`config.mk`:
```
export PLATFORM = sky130hd
export DESIGN_NAME = multicycle_ctrl
export DESIGN_NICKNAME = d
export VERILOG_FILES = /design/src/rtl/mctrl_pkg.sv /design/src/rtl/op_class_decode.sv /design/src/rtl/multicycle_ctrl.sv
export SDC_FILE = /design/constraint.sdc
export NUM_CORES = 1
export LEC_CHECK = 0
export BUFFER_PORTS_ARGS = -buffer_cell sky130_fd_sc_hd__buf_2
export CAP_MARGIN = 0
export CORE_MARGIN = 2
export CORE_UTILIZATION = 45
export DETAILED_ROUTE_END_ITERATION = 8
export HOLD_SLACK_MARGIN = 0.05
export PLACE_DENSITY = 0.84
export SLEW_MARGIN = 20
export SYNTH_ARGS = -nofsm -noshare
export SYNTH_HDL_FRONTEND = slang
export SYNTH_HIERARCHICAL = 1
export SYNTH_SLANG_ARGS = --single-unit
```
`constraint.sdc`:
```
create_clock -name clk -period 1.7 [get_ports clk]
set_input_delay 0.17 -clock clk [delete_from_list [all_inputs] [get_ports clk]]
set_output_delay 0.17 -clock clk [all_outputs]
set_load 0.05 [all_outputs]
```
`src/rtl/mctrl_pkg.sv`:
```
// Shared encodings for the multi-cycle MIPS sequencer: opcodes, FSM states,
// instruction class indices and the datapath mux select values.
package mctrl_pkg;

    localparam logic [5:0] OP_R    = 6'b000000;
    localparam logic [5:0] OP_LW   = 6'b100011;
    localparam logic [5:0] OP_SW   = 6'b101011;
    localparam logic [5:0] OP_BEQ  = 6'b000100;
    localparam logic [5:0] OP_BMEM = 6'b010100;
    localparam logic [5:0] OP_JS   = 6'b010011;
    localparam logic [5:0] OP_JZ   = 6'b011010;

    localparam logic [5:0] FN_PCTOREG = 6'b010110;
    localparam logic [5:0] FN_JMEM    = 6'b101101;

    typedef enum logic [2:0] {S_RST, S_IF, S_ID, S_EX, S_MEM, S_WB} state_t;

    // Bit positions in the one-hot class vector
    localparam int NCLS       = 9;
    localparam int CL_R       = 0;
    localparam int CL_PCTOREG = 1;
    localparam int CL_JMEM    = 2;
    localparam int CL_LW      = 3;
    localparam int CL_SW      = 4;
    localparam int CL_BEQ     = 5;
    localparam int CL_BMEM    = 6;
    localparam int CL_JS      = 7;
    localparam int CL_JZ      = 8;

    localparam logic [1:0] PC_ALU    = 2'd0;
    localparam logic [1:0] PC_ALUOUT = 2'd1;
    localparam logic [1:0] PC_JUMP   = 2'd2;
    localparam logic [1:0] PC_MDR    = 2'd3;

    localparam logic [1:0] WB_ALUOUT = 2'd0;
    localparam logic [1:0] WB_MDR    = 2'd1;
    localparam logic [1:0] WB_PC     = 2'd2;

    localparam logic [1:0] SRCB_RT    = 2'd0;
    localparam logic [1:0] SRCB_FOUR  = 2'd1;
    localparam logic [1:0] SRCB_IMM   = 2'd2;
    localparam logic [1:0] SRCB_SHIMM = 2'd3;

    localparam logic [1:0] ALU_ADD   = 2'd0;
    localparam logic [1:0] ALU_SUB   = 2'd1;
    localparam logic [1:0] ALU_FUNCT = 2'd2;

endpackage

```
`src/rtl/op_class_decode.sv`:
```
// Combinational opcode/funct classifier producing a one-hot class vector;
// anything that matches no class is flagged illegal.
module op_class_decode
    import mctrl_pkg::*;
(
    input  logic [5:0]      opcode,
    input  logic [5:0]      funct,
    output logic [NCLS-1:0] cls,
    output logic            illegal
);

    always_comb begin
        cls = '0;
        case (opcode)
            OP_R: begin
                if (funct == FN_PCTOREG)
                    cls[CL_PCTOREG] = 1'b1;
                else if (funct == FN_JMEM)
                    cls[CL_JMEM] = 1'b1;
                else
                    cls[CL_R] = 1'b1;
            end
            OP_LW:   cls[CL_LW]   = 1'b1;
            OP_SW:   cls[CL_SW]   = 1'b1;
            OP_BEQ:  cls[CL_BEQ]  = 1'b1;
            OP_BMEM: cls[CL_BMEM] = 1'b1;
            OP_JS:   cls[CL_JS]   = 1'b1;
            OP_JZ:   cls[CL_JZ]   = 1'b1;
            default: cls = '0;
        endcase
        illegal = ~|cls;
    end

endmodule

```
`src/rtl/multicycle_ctrl.sv`:
```
// Multi-cycle sequencer: steps each instruction through IF/ID/EX/MEM/WB over a
// shared req/ack memory port, with an optional memory-wait timeout.
module multicycle_ctrl
    import mctrl_pkg::*;
#(
    parameter int unsigned MEM_TIMEOUT = 0
) (
    input  logic       clk,
    input  logic       rst_n,
    input  logic [5:0] opcode,
    input  logic [5:0] funct,
    input  logic       alu_zero,
    input  logic       mem_ack,
    output logic       mem_req,
    output logic       mem_we,
    output logic       iord,
    output logic       ir_write,
    output logic       pc_write,
    output logic [1:0] pc_src,
    output logic       reg_write,
    output logic       reg_dst,
    output logic [1:0] wb_sel,
    output logic       alu_src_a,
    output logic [1:0] alu_src_b,
    output logic [1:0] alu_op,
    output logic       z_flag,
    output logic       illegal,
    output logic       mem_err
);

    localparam int CW = (MEM_TIMEOUT > 0) ? $clog2(MEM_TIMEOUT + 1) : 1;

    state_t          state, next_state;
    logic [NCLS-1:0] cls;
    logic            dec_illegal;
    logic            zero_ex;
    logic [CW-1:0]   wait_cnt;
    logic            mem_phase, timeout, ack;

    op_class_decode u_dec (
        .opcode  (opcode),
        .funct   (funct),
        .cls     (cls),
        .illegal (dec_illegal)
    );

    // A timeout cycle drops the request, so an ack arriving in it is ignored
    assign mem_phase = (state == S_IF) || (state == S_MEM);
    assign timeout   = (MEM_TIMEOUT != 0) && mem_phase && (wait_cnt == CW'(MEM_TIMEOUT));
    assign ack       = mem_phase && mem_ack && !timeout;

    always_comb begin
        next_state = state;
        mem_req    = 1'b0;
        mem_we     = 1'b0;
        iord       = 1'b0;
        ir_write   = 1'b0;
        pc_write   = 1'b0;
        pc_src     = PC_ALU;
        reg_write  = 1'b0;
        reg_dst    = 1'b0;
        wb_sel     = WB_ALUOUT;
        alu_src_a  = 1'b0;
        alu_src_b  = SRCB_RT;
        alu_op     = ALU_ADD;
        illegal    = 1'b0;
        mem_err    = 1'b0;
        case (state)
            S_RST: next_state = S_IF;
            S_IF: begin
                mem_req   = !timeout;
                alu_src_b = SRCB_FOUR;
                if (timeout) begin
                    mem_err    = 1'b1;
                    next_state = S_IF;
                end else if (ack) begin
                    ir_write   = 1'b1;
                    pc_write   = 1'b1;
                    pc_src     = PC_ALU;
                    next_state = S_ID;
                end
            end
            S_ID: begin
                alu_src_b = SRCB_SHIMM;
                if (dec_illegal) begin
                    illegal    = 1'b1;
                    next_state = S_IF;
                end else if (cls[CL_JZ]) begin
                    pc_write   = z_flag;
                    pc_src     = PC_JUMP;
                    next_state = S_IF;
                end else begin
                    next_state = S_EX;
                end
            end
            S_EX: begin
                if (cls[CL_R]) begin
                    alu_src_a  = 1'b1;
                    alu_op     = ALU_FUNCT;
                    next_state = S_WB;
                end else if (cls[CL_LW] || cls[CL_SW] || cls[CL_BMEM]) begin
                    alu_src_a  = 1'b1;
                    alu_src_b  = SRCB_IMM;
                    next_state = S_MEM;
                end else if (cls[CL_JMEM]) begin
                    alu_src_a  = 1'b1;
                    next_state = S_MEM;
                end else if (cls[CL_BEQ]) begin
                    alu_src_a  = 1'b1;
                    alu_op     = ALU_SUB;
                    pc_write   = alu_zero;
                    pc_src     = PC_ALUOUT;
                    next_state = S_IF;
                end else if (cls[CL_JS]) begin
                    next_state = S_MEM;
                end else if (cls[CL_PCTOREG]) begin
                    next_state = S_WB;
                end else begin
                    next_state = S_IF;
                end
            end
            S_MEM: begin
                mem_req = !timeout;
                mem_we  = !timeout && (cls[CL_SW] || cls[CL_JS]);
                iord    = 1'b1;
                if (timeout) begin
                    mem_err    = 1'b1;
                    next_state = S_IF;
                end else if (ack) begin
                    next_state = cls[CL_LW] ? S_WB : S_IF;
                    if (cls[CL_JS]) begin
                        pc_write = 1'b1;
                        pc_src   = PC_JUMP;
                    end else if (cls[CL_JMEM]) begin
                        pc_write = 1'b1;
                        pc_src   = PC_MDR;
                    end else if (cls[CL_BMEM]) begin
                        pc_write = z_flag;
                        pc_src   = PC_MDR;
                    end
                end
            end
            S_WB: begin
                reg_write = 1'b1;
                if (cls[CL_LW]) begin
                    wb_sel = WB_MDR;
                end else if (cls[CL_PCTOREG]) begin
                    reg_dst = 1'b1;
                    wb_sel  = WB_PC;
                end else begin
                    reg_dst = 1'b1;
                end
                next_state = S_IF;
            end
            default: next_state = S_RST;
        endcase
    end

    // z_flag takes the ALU zero seen in EX, committed only when an R op retires
    always_ff @(posedge clk or negedge rst_n) begin
        if (!rst_n) begin
            state    <= S_RST;
            wait_cnt <= '0;
            zero_ex  <= 1'b0;
            z_flag   <= 1'b0;
        end else begin
            state <= next_state;
            if ((MEM_TIMEOUT != 0) && mem_phase && !ack && !timeout)
                wait_cnt <= wait_cnt + 1'b1;
            else
                wait_cnt <= '0;
            if (state == S_EX)
                zero_ex <= alu_zero;
            if (state == S_WB && cls[CL_R])
                z_flag <= zero_ex;
        end
    end

endmodule

```
# After elaboration in Yosys (flattened, before gate mapping)
# Index checks and enable logic that the tools add are counted.
classes:
  reduce_logical: 12
  muxes: 69
  n_eq_ne: 15
  order_cmp: 0
  addsub: 0
  bitwise: 0
  div: 0
  n_mul: 0
  n_shift: 0
ops:
  columns: ["operator", "count"]
  rows:
  - ["2-to-1 mux 1 bit", 40]
  - ["2-to-1 mux 2 bit", 15]
  - ["2-to-1 mux 3 bit", 10]
  - ["== test 6 x 5 -> 1 bit (second input constant)", 4]
  - ["== test 6 bit (second input constant)", 3]
  - ["one-hot mux 3 bit (5 select lines)", 1]
  - ["one-hot mux 2 bit (3 select lines)", 2]
  - ["OR reduction 9 bit", 1]
  - ["== test 3 x 2 -> 1 bit (second input constant)", 2]
  - ["== test 3 bit (second input constant)", 2]
  - ["== test 6 x 3 -> 1 bit (second input constant)", 1]
  - ["logical NOT 6 bit", 1]
  - ["logical OR 1 bit", 4]
  - ["!= test 2 bit (second input constant)", 2]
  - ["one-hot mux 1 bit (4 select lines)", 1]
  - ["OR reduction 2 bit", 2]
  - ["== test 3 x 1 -> 1 bit (second input constant)", 1]
  - ["logical NOT 3 bit", 1]
  - ["logical AND 1 bit", 2]
  - ["AND reduction 2 bit", 1]
totals:
  mem_bits_ro: 0
  latch_bits: 0
  mem_bits_rw: 0
  mem_count: 0
  register_bits: 5
  wordCells: 99

# Depth between registers and ports, before layout
# Gate-level depths: netlist (run 1).
logic_depth:
  depth_word: 11
  ltp_mapped: 6

# Cells and area by module
# Netlist (run 1), hierarchy kept.
modules_own_cells:
  columns: ["mod", "cells_per_inst", "area_each_um2", "instances"]
  rows:
  - ["multicycle_ctrl", 64, 528.0, 1]
  - ["op_class_decode", 28, 186.4, 1]

# Worst setup path after synthesis (run 1)
# OpenSTA, ideal clock, no wires.
synth_path:
  kind: "reg-to-output"
  start: "register state[1]"
  end: "output pc_src[0]"
  required_time_ns: 1.530
  stages_incl_launch_ff: 5
  n_path_buf: 1
  slack_ns: -0.880
  arrival_ns: 2.410
  path_cell_list: "dfrtp_1 > buf_4 > nor3b_4 > nand2_1 > o31ai_1"
synth_between:
  elab_chain_cells: 5
synth_lines:
  columns: ["item", "line", "source"]
  rows:
  - ["start: declaration", "multicycle_ctrl.sv:33", "state_t state, next_state;"]
  - ["start signal: assignment", "multicycle_ctrl.sv:167", "state <= next_state;"]
  - ["== test 3 x 1 -> 1 bit or == test 3 bit (tied branches)", "multicycle_ctrl.sv:48, multicycle_ctrl.sv:68", null]
  - ["logical OR 1 bit", "multicycle_ctrl.sv:48", "assign mem_phase = (state == S_IF) || (state == S_MEM);"]
  - ["logical AND 1 bit", "multicycle_ctrl.sv:50", "assign ack = mem_phase && mem_ack && !timeout;"]
  - ["2-to-1 mux 2 bit", "multicycle_ctrl.sv:129", "end else if (ack) begin"]
  - ["one-hot mux 2 bit (3 select lines) *", "multicycle_ctrl.sv:68", "case (state)"]
  - ["end: declaration", "multicycle_ctrl.sv:19", "output logic [1:0] pc_src,"]
# Mark *: on every way between the ends. The rest lies on a longest branch, timed or not.

# Final worst setup path (run 1)
layout_path:
  start: "input opcode[4]"
  end: "output alu_src_b[1]"
layout_between:
  elab_chain_cells: 7
layout_lines:
  columns: ["item", "line", "source"]
  rows:
  - ["start: declaration", "multicycle_ctrl.sv:10", "input logic [5:0] opcode,"]
  - ["== test 6 bit", "op_class_decode.sv:14", "case (opcode)"]
  - ["2-to-1 mux 1 bit", "op_class_decode.sv:14", null]
  - ["net cls[4]", "multicycle_ctrl.sv:34", "logic [NCLS-1:0] cls;"]
  - ["logical OR 1 bit (2 in a row)", "multicycle_ctrl.sv:101", "end else if (cls[CL_LW] || cls[CL_SW] || cls[CL_BMEM]) begin"]
  - ["2-to-1 mux 2 bit", "multicycle_ctrl.sv:101", null]
  - ["2-to-1 mux 2 bit", "multicycle_ctrl.sv:97", "if (cls[CL_R]) begin"]
  - ["one-hot mux 2 bit (3 select lines)", "multicycle_ctrl.sv:68", null]
  - ["end: declaration", "multicycle_ctrl.sv:24", "output logic [1:0] alu_src_b,"]
# The timed path passes the listed nets, and every way through them passes these cells.

==> results of run 1 <==
-- worst paths after layout --
path,start,endpoint,cells after the start
max,opcode[4],alu_src_b[1],9
min,alu_zero,zero_ex$_DFFE_PN0P_,2
max reg2reg,state[0]$_DFFE_PN0P_,z_flag$_DFFE_PN0P_,4
min reg2reg,zero_ex$_DFFE_PN0P_,z_flag$_DFFE_PN0P_,1
max in group asynchronous,rst_n,z_flag$_DFFE_PN0P_,2
min in group asynchronous,rst_n,state[2]$_DFFE_PN0P_,2
-- per-layer routing --
layer | vias up | routed length [µm] | global-route usage, %
met4 | 0 | 232 | 15.15
met5 | - | 0 | 0
li1 | 485 | - | -
met1 | 531 | 1354 | 40.40
met2 | 107 | 1841 | 54.12
met3 | 32 | 381 | 9.167
-- cell families after synthesis --
kind of cell              after synthesis
AOI/OAI and AO/OA                      17
xor gates and xnor gates                2
buffers and inverters                   8
DFF                                     5
muxes                                   2
other                                   1
and+or+nand+nor                        57
-- cell usage after synthesis, types with 3 or more instances --
library cell | count | area (µm²)
dfrtp_1 | 5 | 125.1
nor3_1 | 6 | 30.03
nor2_1 | 11 | 41.29
nand2b_1 | 8 | 50.05
nor3b_1 | 4 | 30.03
nand2_1 | 6 | 22.52
nand4b_1 | 3 | 26.28
o21a_1 | 4 | 30.03
inv_1 | 4 | 15.01
a211oi_1 | 3 | 22.52
buf_4 | 4 | 30.03
-- registers in the layout (all words and copies together) (netlist names) --
name and cells:
state 3, zero_ex 1, z_flag 1
-- power groups by stage --
| stage | clock network [W] | registers, W | logic, W |
|---|---|---|---|
| 2_1_floorplan | 0 | 0.000148 | 0.000247 |
| 3_3_place_gp | 0 | 0.000152 | 0.000346 |
| 3_5_place_dp | 0 | 0.000153 | 0.000355 |
| 4_1_cts | 0.000161 | 0.000150 | 0.000386 |
| 5_1_grt | 0.000177 | 0.000157 | 0.000484 |
| 6_report | 0.000160 | 0.000155 | 0.000472 |
-- area by class of cell --
class	instances	area (µm²)
tap	16	20.02
fill	37	61.31
clock buffer	4	26.28
inverter	4	15.01
timing repair buffer	71	570.5
sequential	5	126.4
multi-input combinational	79	669.4
-- through the flow --
step	hold slack (ps)	TNS, ps	power, W
detailed placement	-9.521	-756.7	0.0005078
finish	194.3	-800.8	0.0007872
global placement	-18.42	-440.7	0.0004979
floorplan	-125.6	-367.0	0.0003956
CTS	168.1	-128.9	0.0006966
global route	175.8	-1327	0.0008184
-- cells in the final DEF (no fill, tap or decap), types with 4 or more instances in the layout --
cell,synthesis,routed
buf_4,4,33
buf_6,0,20
buf_2,0,16
nor2_1,11,8
nand2b_1,8,7
nor3_1,6,5
inv_1,4,4
o21a_1,4,4
nand2_1,6,4
clkbuf_4,0,4
dfrtp_1,5,4
-- repair_timing --
| action | 4_1_cts | 5_1_grt |
|---|---|---|
| pin swaps | 7 | 9 |
| setup endpoints to repair | 10 | 14 |
| hold endpoints to repair | 5 | 0 |
| setup buffers | 1 | 5 |
| resized for setup | 29 | 20 |
| hold buffers | 1 | 0 |
==> results.py, run 1 <==
metrics = {
    "synth": {
        "ys_async_sr_fraction_pct": 100.0,
        "netlist_instances": 92,
        "synth_fa_ha_area_share_pct": 0,
        "ys_ff_latch": 5,
        "syn_area_um2": 714.4,
        "avgSynthCellArea_um2": 7.766,
        "ys_warn_count": 6,
        "yosysUniqueCellTypes": 39,
        "synth-compound-area-share_pct": 18.04,
        "synthMuxAreaShare_pct": 3.152,
        "yosys.area_share.simple_pct": 52.01,
        "syn_nets": 108,
        "synth_xor_area_share_pct": 2.452,
        "yosys_most_used_dff": "dfrtp_1",
        "ys_seq_area_share_pct": 17.51,
        "synth_edf_count": 0,
        "synth_top_family_by_area": "simple AND/OR/NAND/NOR gates",
    },
    "worst_setup_path": {
        "cp_num_buf_inv": 4,
        "r2r_setup_slack_ps": 320,
        "cp_common_cell": "buf_4",
        "cp.arrival_ps": 1800,
        "slowest_delay_ps": 270,
        "required_ps": 1530,
        "crit_path_max_fanout": 4,
        "path_class": "in -> out",
        "crit_chain": "buf_6 > nand4b_1 > buf_4 > nor2_2 > buf_4 > nor3_1 > o21ai_0 > and3b_1 > buf_4",
        "path_delay_family": "simple AND/OR/NAND/NOR gates",
        "cp-start-kind": "primary input",
        "cp_slowest_cell": "and3b_1",
        "cp-end-kind": "output port",
    },
    "pwr": {
        "p_sw_share_pct": 45.84,
        "power_frac_clock_pct": 20.3,
        "p_seq_share_pct": 19.7,
        "p_per_area_nw_per_um2": 551.4,
        "p_sw_w": 0.0003609,
        "internal_power_w": 0.0004263,
        "peakVddDrop_uv": 579.4,
        "leakage_nw": 0.6703,
        "p_comb_share_pct": 60.0,
    },
    "floorplanning": {
        "die_w_um": 43.85,
        "die_h_um": 43.85,
        "ios": 35,
        "start_util_pct": 47.98,
        "fp-row-count": 14,
        "core_area_um2": 1489,
        "dieArea_um2": 1922,
    },
    "placement": {
        "place_area_um2": 1152,
        "numPlacedInstances": 168,
        "gp_congestion": 0.8009,
        "dpl.hpwl_um": 1887,
        "portBuffers": 33,
        "post-place-ws_ps": -189.8,
    },
    "grt": {
        "antenna_found_initial": 0,
        "first_global_vias": 1038,
        "grt_max_degree": 12,
        "grtUsageTotal_pct": 33.25,
        "grt_pass1_wl_um": 4685,
        "overflow": 0,
    },
    "sta": {
        "fin_ws_ps": -273.2,
        "max_freq_mhz": 506.8,
        "post-route-period-util_pct": 116.1,
        "fin_crit_ps": 1973,
        "fin_worst_skew_ps": 20.01,
        "finalHoldViolations": 0,
        "finalMaxSlewViolations": 0,
        "setup_violations": 8,
        "rsz0062_at_grt": "true",
    },
    "status": {
        "violations": "DRC, setup timing",
        "status": "finished with violations",
    },
    "clock_tree": {
        "cts_tree": "done",
        "numCtsBuffers": 3,
        "cts_buffer_depth": 2,
        "cts_root_buf": "clkbuf_4",
        "clk_latency_ps": 280,
        "clk_pin_slew_worst_paths_ps": 40,
        "htree_levels": 1,
        "cts.sinks": 5,
    },
    "min_path": {
        "min_path_type": "in -> reg",
    },
    "routing": {
        "drc_errors": 1,
        "final_antenna_net_count": 0,
        "routed_wl_um": 3809,
        "dr.pass1.iters": 7,
        "routedWlPerCell_um": 21.28,
        "drt-vias-per-instance": 6.453,
        "dr_total_vias": 1155,
        "drt_iter0_markers": 68,
    },
    "finish": {
        "fin_cells": 179,
        "final_cell_area_um2": 1428,
        "finalNetCount": 180,
        "antenna_cells": 0,
        "drive_gt1_share_pct": 60.12,
        "syn_to_final_growth_pct": 99.83,
        "utilization_pct": 95.88,
    },
    "job": {
        "drv_cap": 0,
    },
}
(Power assumes the default switching activity.)
==> run 2, diff against run 1 <==
- SYNTH_HIERARCHICAL: 1 -> not set
==> results.py, run 2 <==
metrics = {
    "placement": {
        "gp_congestion": 0.9172,
        "place_area_um2": 1220,
        "dpl.hpwl_um": 1996,
        "post-place-ws_ps": -237.7,
        "numPlacedInstances": 167,
        "portBuffers": 33,
    },
    "status": {
        "status": "finished with violations",
        "violations": "setup timing",
    },
    "routing": {
        "dr.pass1.iters": 4,
        "routedWlPerCell_um": 20.46,
        "drc_errors": 0,
        "drt-vias-per-instance": 6.393,
        "routed_wl_um": 3540,
        "final_antenna_net_count": 0,
        "drt_iter0_markers": 84,
        "dr_total_vias": 1106,
    },
    "finish": {
        "layout_commonest_cell": "buf_4",
        "multi_input_area_um2": 758.2,
        "drive_gt1_share_pct": 64.33,
        "layout_common_cells": "28 x buf_4, 19 x buf_2, 12 x buf_6",
        "antenna_cells": 0,
        "syn_to_final_growth_pct": 100.0,
        "fin_cells": 173,
        "seq_area_um2": 127.6,
        "final_cell_area_um2": 1424,
        "largestRegisters": "state: 3 flops, z_flag: 1 flops, zero_ex: 1 flops",
        "largest_register_ffs": 3,
        "finalNetCount": 174,
        "fill_cells": 38,
        "top_register": "state",
    },
    "min_path": {
        "whs_endpoint": "zero_ex$_DFFE_PN0P_",
        "holdPathStages": 3,
        "hp-start": "alu_zero",
        "min_path_type": "in -> reg",
    },
    "grt": {
        "grt_pass1_wl_um": 4457,
        "first_global_vias": 1022,
        "overflow": 0,
        "antenna_found_initial": 0,
        "grtUsageTotal_pct": 31.18,
        "grt_max_degree": 8,
    },
    "worst_setup_path": {
        "cp-end-kind": "output port",
        "cp.arrival_ps": 1590,
        "timing.rr.end": "z_flag$_DFFE_PN0P_",
        "path_class": "reg -> out",
        "crit_path_max_fanout": 4,
        "r2r_setup_slack_ps": 80,
        "cp-start-kind": "register",
        "ff2ff_path_depth": 4,
        "required_ps": 1530,
        "startpoint": "state[2]$_DFFE_PN0P_",
        "r2r_start": "state[1]$_DFFE_PN0P_",
    },
    "synth": {
        "synth_commonest_cells": "12 x nand2_1, 10 x nor2_1, 7 x a21oi_1, 5 x dfrtp_1, 5 x inv_1",
        "synthTopCellsByArea": "dfrtp_1 18%, nand2_1 6.3%, nor2_1 5.3%",
        "yosys_most_used_dff": "dfrtp_1",
        "avgSynthCellArea_um2": 7.416,
        "ys_warn_count": 0,
        "ys_async_sr_fraction_pct": 100.0,
        "ys_seq_area_share_pct": 17.57,
        "netlist_instances": 96,
        "syn_area_um2": 711.9,
        "yosysMostFrequentCell": "nand2_1",
        "synth_edf_count": 0,
        "yosysUniqueCellTypes": 44,
        "yosysTopAreaCell": "dfrtp_1",
        "ys_ff_latch": 5,
        "synth_top_area_share_pct": 17.57,
        "syn_nets": 112,
    },
    "floorplanning": {
        "die_h_um": 43.78,
        "dieArea_um2": 1916,
        "die_w_um": 43.78,
        "fp-row-count": 14,
        "ios": 35,
        "start_util_pct": 47.82,
        "core_area_um2": 1489,
    },
    "clock_tree": {
        "cts_tree": "done",
        "cts.sinks": 5,
        "cts_root_buf": "clkbuf_4",
        "cts_buffer_depth": 2,
        "clk_pin_slew_worst_paths_ps": 50,
        "clk_latency_ps": 240,
        "numCtsBuffers": 3,
        "htree_levels": 1,
    },
    "pwr": {
        "p_sw_w": 0.0003454,
        "p_seq_share_pct": 22.0,
        "leakage_nw": 0.6371,
        "peakVddDrop_uv": 745.8,
        "p_per_area_nw_per_um2": 514.3,
        "p_sw_share_pct": 47.16,
        "power_frac_clock_pct": 18.9,
        "internal_power_w": 0.0003869,
        "p_comb_share_pct": 59.1,
    },
    "sta": {
        "fin_crit_ps": 1757,
        "finalMaxSlewViolations": 0,
        "setup_violations": 10,
        "fin_ws_ps": -57.42,
        "finalHoldViolations": 0,
        "fin_worst_skew_ps": 5.642,
        "post-route-period-util_pct": 103.4,
        "max_freq_mhz": 569.0,
        "rsz0062_at_grt": "true",
    },
    "job": {
        "drv_cap": 0,
    },
}
run 2: changes by cell type after synthesis, moves of 3 or more:
cell and change:
a21oi_1 +6, nand2_1 +6, nand2b_1 -4, o21a_1 -4, a31oi_1 +3, buf_4 -3
clkbuf_1 +3
run 2: power by group through the flow:
stage               Sequential, W  Combinational (W)  Clock, W
finish                   0.000161           0.000433  0.000139
global route             0.000161           0.000447  0.000151
CTS                      0.000160           0.000392  0.000146
detailed placement       0.000159           0.000365         0
global placement         0.000158           0.000356         0
floorplan                0.000146           0.000277         0
run 2: worst max path at each step:
stage	endpoint	slack [ps]	depth (start not counted)
global route	wb_sel[1]	-90	5
floorplan	pc_src[0]	-310	4
CTS	alu_src_a	-60	5
finish	pc_write	-60	5
detailed placement	pc_src[0]	-240	6
global placement	pc_src[0]	-200	6
run 2: stage by stage:
stage                     util (%)  hold slack (ps)  TNS, ps  power (W)
after floorplan                  -           -125.6    -1009  0.0004227
after global placement       81.93           -17.92    -1091  0.0005138
after detailed placement     81.93           -12.32    -1324  0.0005238
after CTS                    91.51            131.4   -140.8  0.0006975
after global routing         95.63            235.8   -700.1  0.0007600
final                        95.63            248.0   -279.1  0.0007323
run 2: cell type report:
class,count,area share [%]
multi-input combinational,81,53.25
sequential,5,8.963
clock buffer,4,1.845
inverter,5,1.318
tap,16,1.406
timing repair buffer,62,33.22
run 2: per-layer routing:
layer / routed length [µm] / up-vias / track usage (%)
li1: - / 475 / -
met1: 1396 / 542 / 35.03
met2: 1752 / 73 / 58.24
met3: 245 / 16 / 4.167
met4: 146 / 0 / 12.12
met5: 0 / - / 0
run 2: critical path, stage by stage (launching register included):
cell      delay [ps]
dfrtp_1          390
nand2b_1         210
nor2_1           240
a32oi_1          140
o221ai_4         180
buf_6            190
run 2: repair_timing:
action,in CTS,in global routing
hold endpoints to repair,5,0
pin swaps,7,6
setup buffers,0,1
setup endpoints to repair,12,11
hold buffers,1,0
gates resized for setup,32,13
run 2: kinds of logic (layout without fill, tap and decap cells):
family | count (synthesis) | in the layout | share of synthesized area [%]
AO/OA/AOI/OAI | 22 | 22 | 21.62
XOR/XNOR | 2 | 2 | 2.461
buffers and inverters | 10 | 71 | 5.975
flip-flops | 5 | 5 | 17.57
multiplexers | 1 | 1 | 1.582
other | 1 | 1 | 0.5267
AND/OR/NAND/NOR | 55 | 55 | 50.26
==> run 3, diff against run 2 <==
- clock period: 1.7 -> 1.8 ns (I/O delays scaled with it)
==> results.py, run 3 (synthesized netlist as in run 2, its figures left out) <==
metrics = {
    "status": {
        "status": "finished with violations",
        "violations": "setup timing",
    },
    "sta": {
        "post-route-period-util_pct": 106.8,
        "fin_worst_skew_ps": 9.505,
        "fin_setup_tns_ps": -334.6,
        "finalMaxSlewViolations": 0,
        "max_freq_mhz": 520.2,
        "rsz0062_at_grt": "true",
        "finalHoldViolations": 0,
        "fin_ws_ps": -122.5,
        "fin_crit_ps": 1922,
        "setup_violations": 7,
    },
    "pwr": {
        "peakVddDrop_uv": 676.2,
        "power_w": 0.0007439,
        "p_per_area_nw_per_um2": 519.3,
        "leakage_nw": 0.6507,
    },
    "floorplanning": {
        "start_util_pct": 47.82,
        "dieArea_um2": 1916,
        "ios": 35,
        "die_w_um": 43.78,
        "fp-row-count": 14,
        "core_area_um2": 1489,
        "die_h_um": 43.78,
    },
    "clock_tree": {
        "cts_tree": "done",
        "cts_root_buf": "clkbuf_4",
        "cts.sinks": 5,
        "numCtsBuffers": 3,
        "htree_levels": 1,
        "clk_pin_slew_worst_paths_ps": 50,
        "cts_buffer_depth": 2,
        "clk_latency_ps": 280,
    },
    "routing": {
        "final_antenna_net_count": 0,
        "routed_wl_um": 4628,
        "met2_length_um": 2050,
        "drc_errors": 0,
        "routedWlPerCell_um": 26.30,
        "top_layer": "met4",
        "drt-vias-per-instance": 7.284,
        "dr.pass1.iters": 4,
        "dr_wl_met3_um": 621,
        "drt-met1-wl_um": 1412,
        "drt_iter0_markers": 129,
        "dr_total_vias": 1282,
    },
    "grt": {
        "first_global_vias": 1017,
        "overflow": 0,
        "grt_max_degree": 10,
        "grtUsageTotal_pct": 33.05,
        "grt_pass1_wl_um": 4671,
        "antenna_found_initial": 0,
    },
    "worst_setup_path": {
        "path_class": "reg -> out",
        "cp.arrival_ps": 1740,
        "cp-end-kind": "output port",
        "required_ps": 1620,
        "crit_path_max_fanout": 7,
        "cp-start-kind": "register",
    },
    "finish": {
        "multi_input_area_um2": 753.2,
        "fill_cells": 33,
        "finalNetCount": 177,
        "largest_register_ffs": 3,
        "syn_to_final_growth_pct": 101.2,
        "drive_gt1_share_pct": 65.63,
        "largestRegisters": "state: 3 flops, z_flag: 1 flops, zero_ex: 1 flops",
        "layout_common_cells": "32 x buf_4, 20 x buf_2, 10 x nand2_1",
        "seq_area_um2": 127.6,
        "top_register": "state",
        "antenna_cells": 0,
        "layout_commonest_cell": "buf_4",
    },
    "placement": {
        "gp_congestion": 0.8917,
        "portBuffers": 33,
        "dpl.hpwl_um": 1934,
    },
    "job": {
        "drv_cap": 0,
    },
    "min_path": {
        "min_path_type": "in -> reg",
    },
}
==> run 3: path summary, 6_finish.rpt <==
kind | slack (ps) | end | startpoint | cells after the start
worst min register to register | 520 | z_flag$_DFFE_PN0P_ | zero_ex$_DFFE_PN0P_ | 1
worst max-delay path | -120 | pc_write | state[0]$_DFFE_PN0P_ | 6
worst max register to register | 230 | state[2]$_DFFE_PN0P_ | state[0]$_DFFE_PN0P_ | 6
min in group asynchronous | 250 | z_flag$_DFFE_PN0P_ | rst_n | 2
max in group asynchronous | 1390 | state[1]$_DFFE_PN0P_ | rst_n | 2
worst min-delay path | 170 | zero_ex$_DFFE_PN0P_ | alu_zero | 3
==> run 3: report_power, final <==
| part | total, W | internal (W) | switching [W] |
|---|---|---|---|
| sequential | 0.000161 | 0.000131 | 0.0000305 |
| combinational | 0.000428 | 0.000154 | 0.000274 |
| clock | 0.000154 | 0.0000853 | 0.0000688 |
| total | 0.000744 | 0.000370 | 0.000374 |
==> run 3: through the flow <==
| step | utilization [%] | instances | instance area, µm² | hold WS [ps] | setup slack (ps) |
|---|---|---|---|---|---|
| final | 96.22 | 176 | 1433 | 166.3 | -122.5 |
| after global routing | 96.22 | 176 | 1433 | 169.1 | -158.6 |
| after CTS | 89.33 | 171 | 1330 | 151.6 | -11.61 |
| after detailed placement | 80.25 | 163 | 1195 | -4.428 | -241.7 |
| after global placement | 80.25 | 163 | 1195 | -8.338 | -189.1 |
| after floorplan | - | 96 | 868.3 | -115.6 | -215.4 |
==> run 3: cell type report <==
type / count / share of cell area, %
Clock buffer: 4 / 1.834
Inverter: 5 / 1.310
Multi-Input combinational cell: 81 / 52.58
Sequential cell: 5 / 8.908
Tap cell: 16 / 1.397
Timing Repair Buffer: 65 / 33.97
==> run 3: repair_timing <==
action | 4_1_cts | 5_1_grt
gates resized for setup | 24 | 18
setup buffers | 3 | 5
hold buffers | 1 | 0
endpoints found under the hold margin | 5 | 0
pin swaps | 9 | 6
endpoints found under the setup margin | 11 | 11
==> run 3: routing by layer <==
metal | track usage, % | vias up
li1 | - | 482
met1 | 37.31 | 559
met2 | 57.94 | 168
met3 | 5.000 | 73
met4 | 19.39 | 0
met5 | 0 | -
==> run 3: worst max-delay path, cell delays in order, from the launching register on <==
cell      delay [ps]
dfrtp_2          460
inv_1            110
buf_4            170
nor2_1           270
a31oi_2          180
o221ai_4          90
buf_6            180
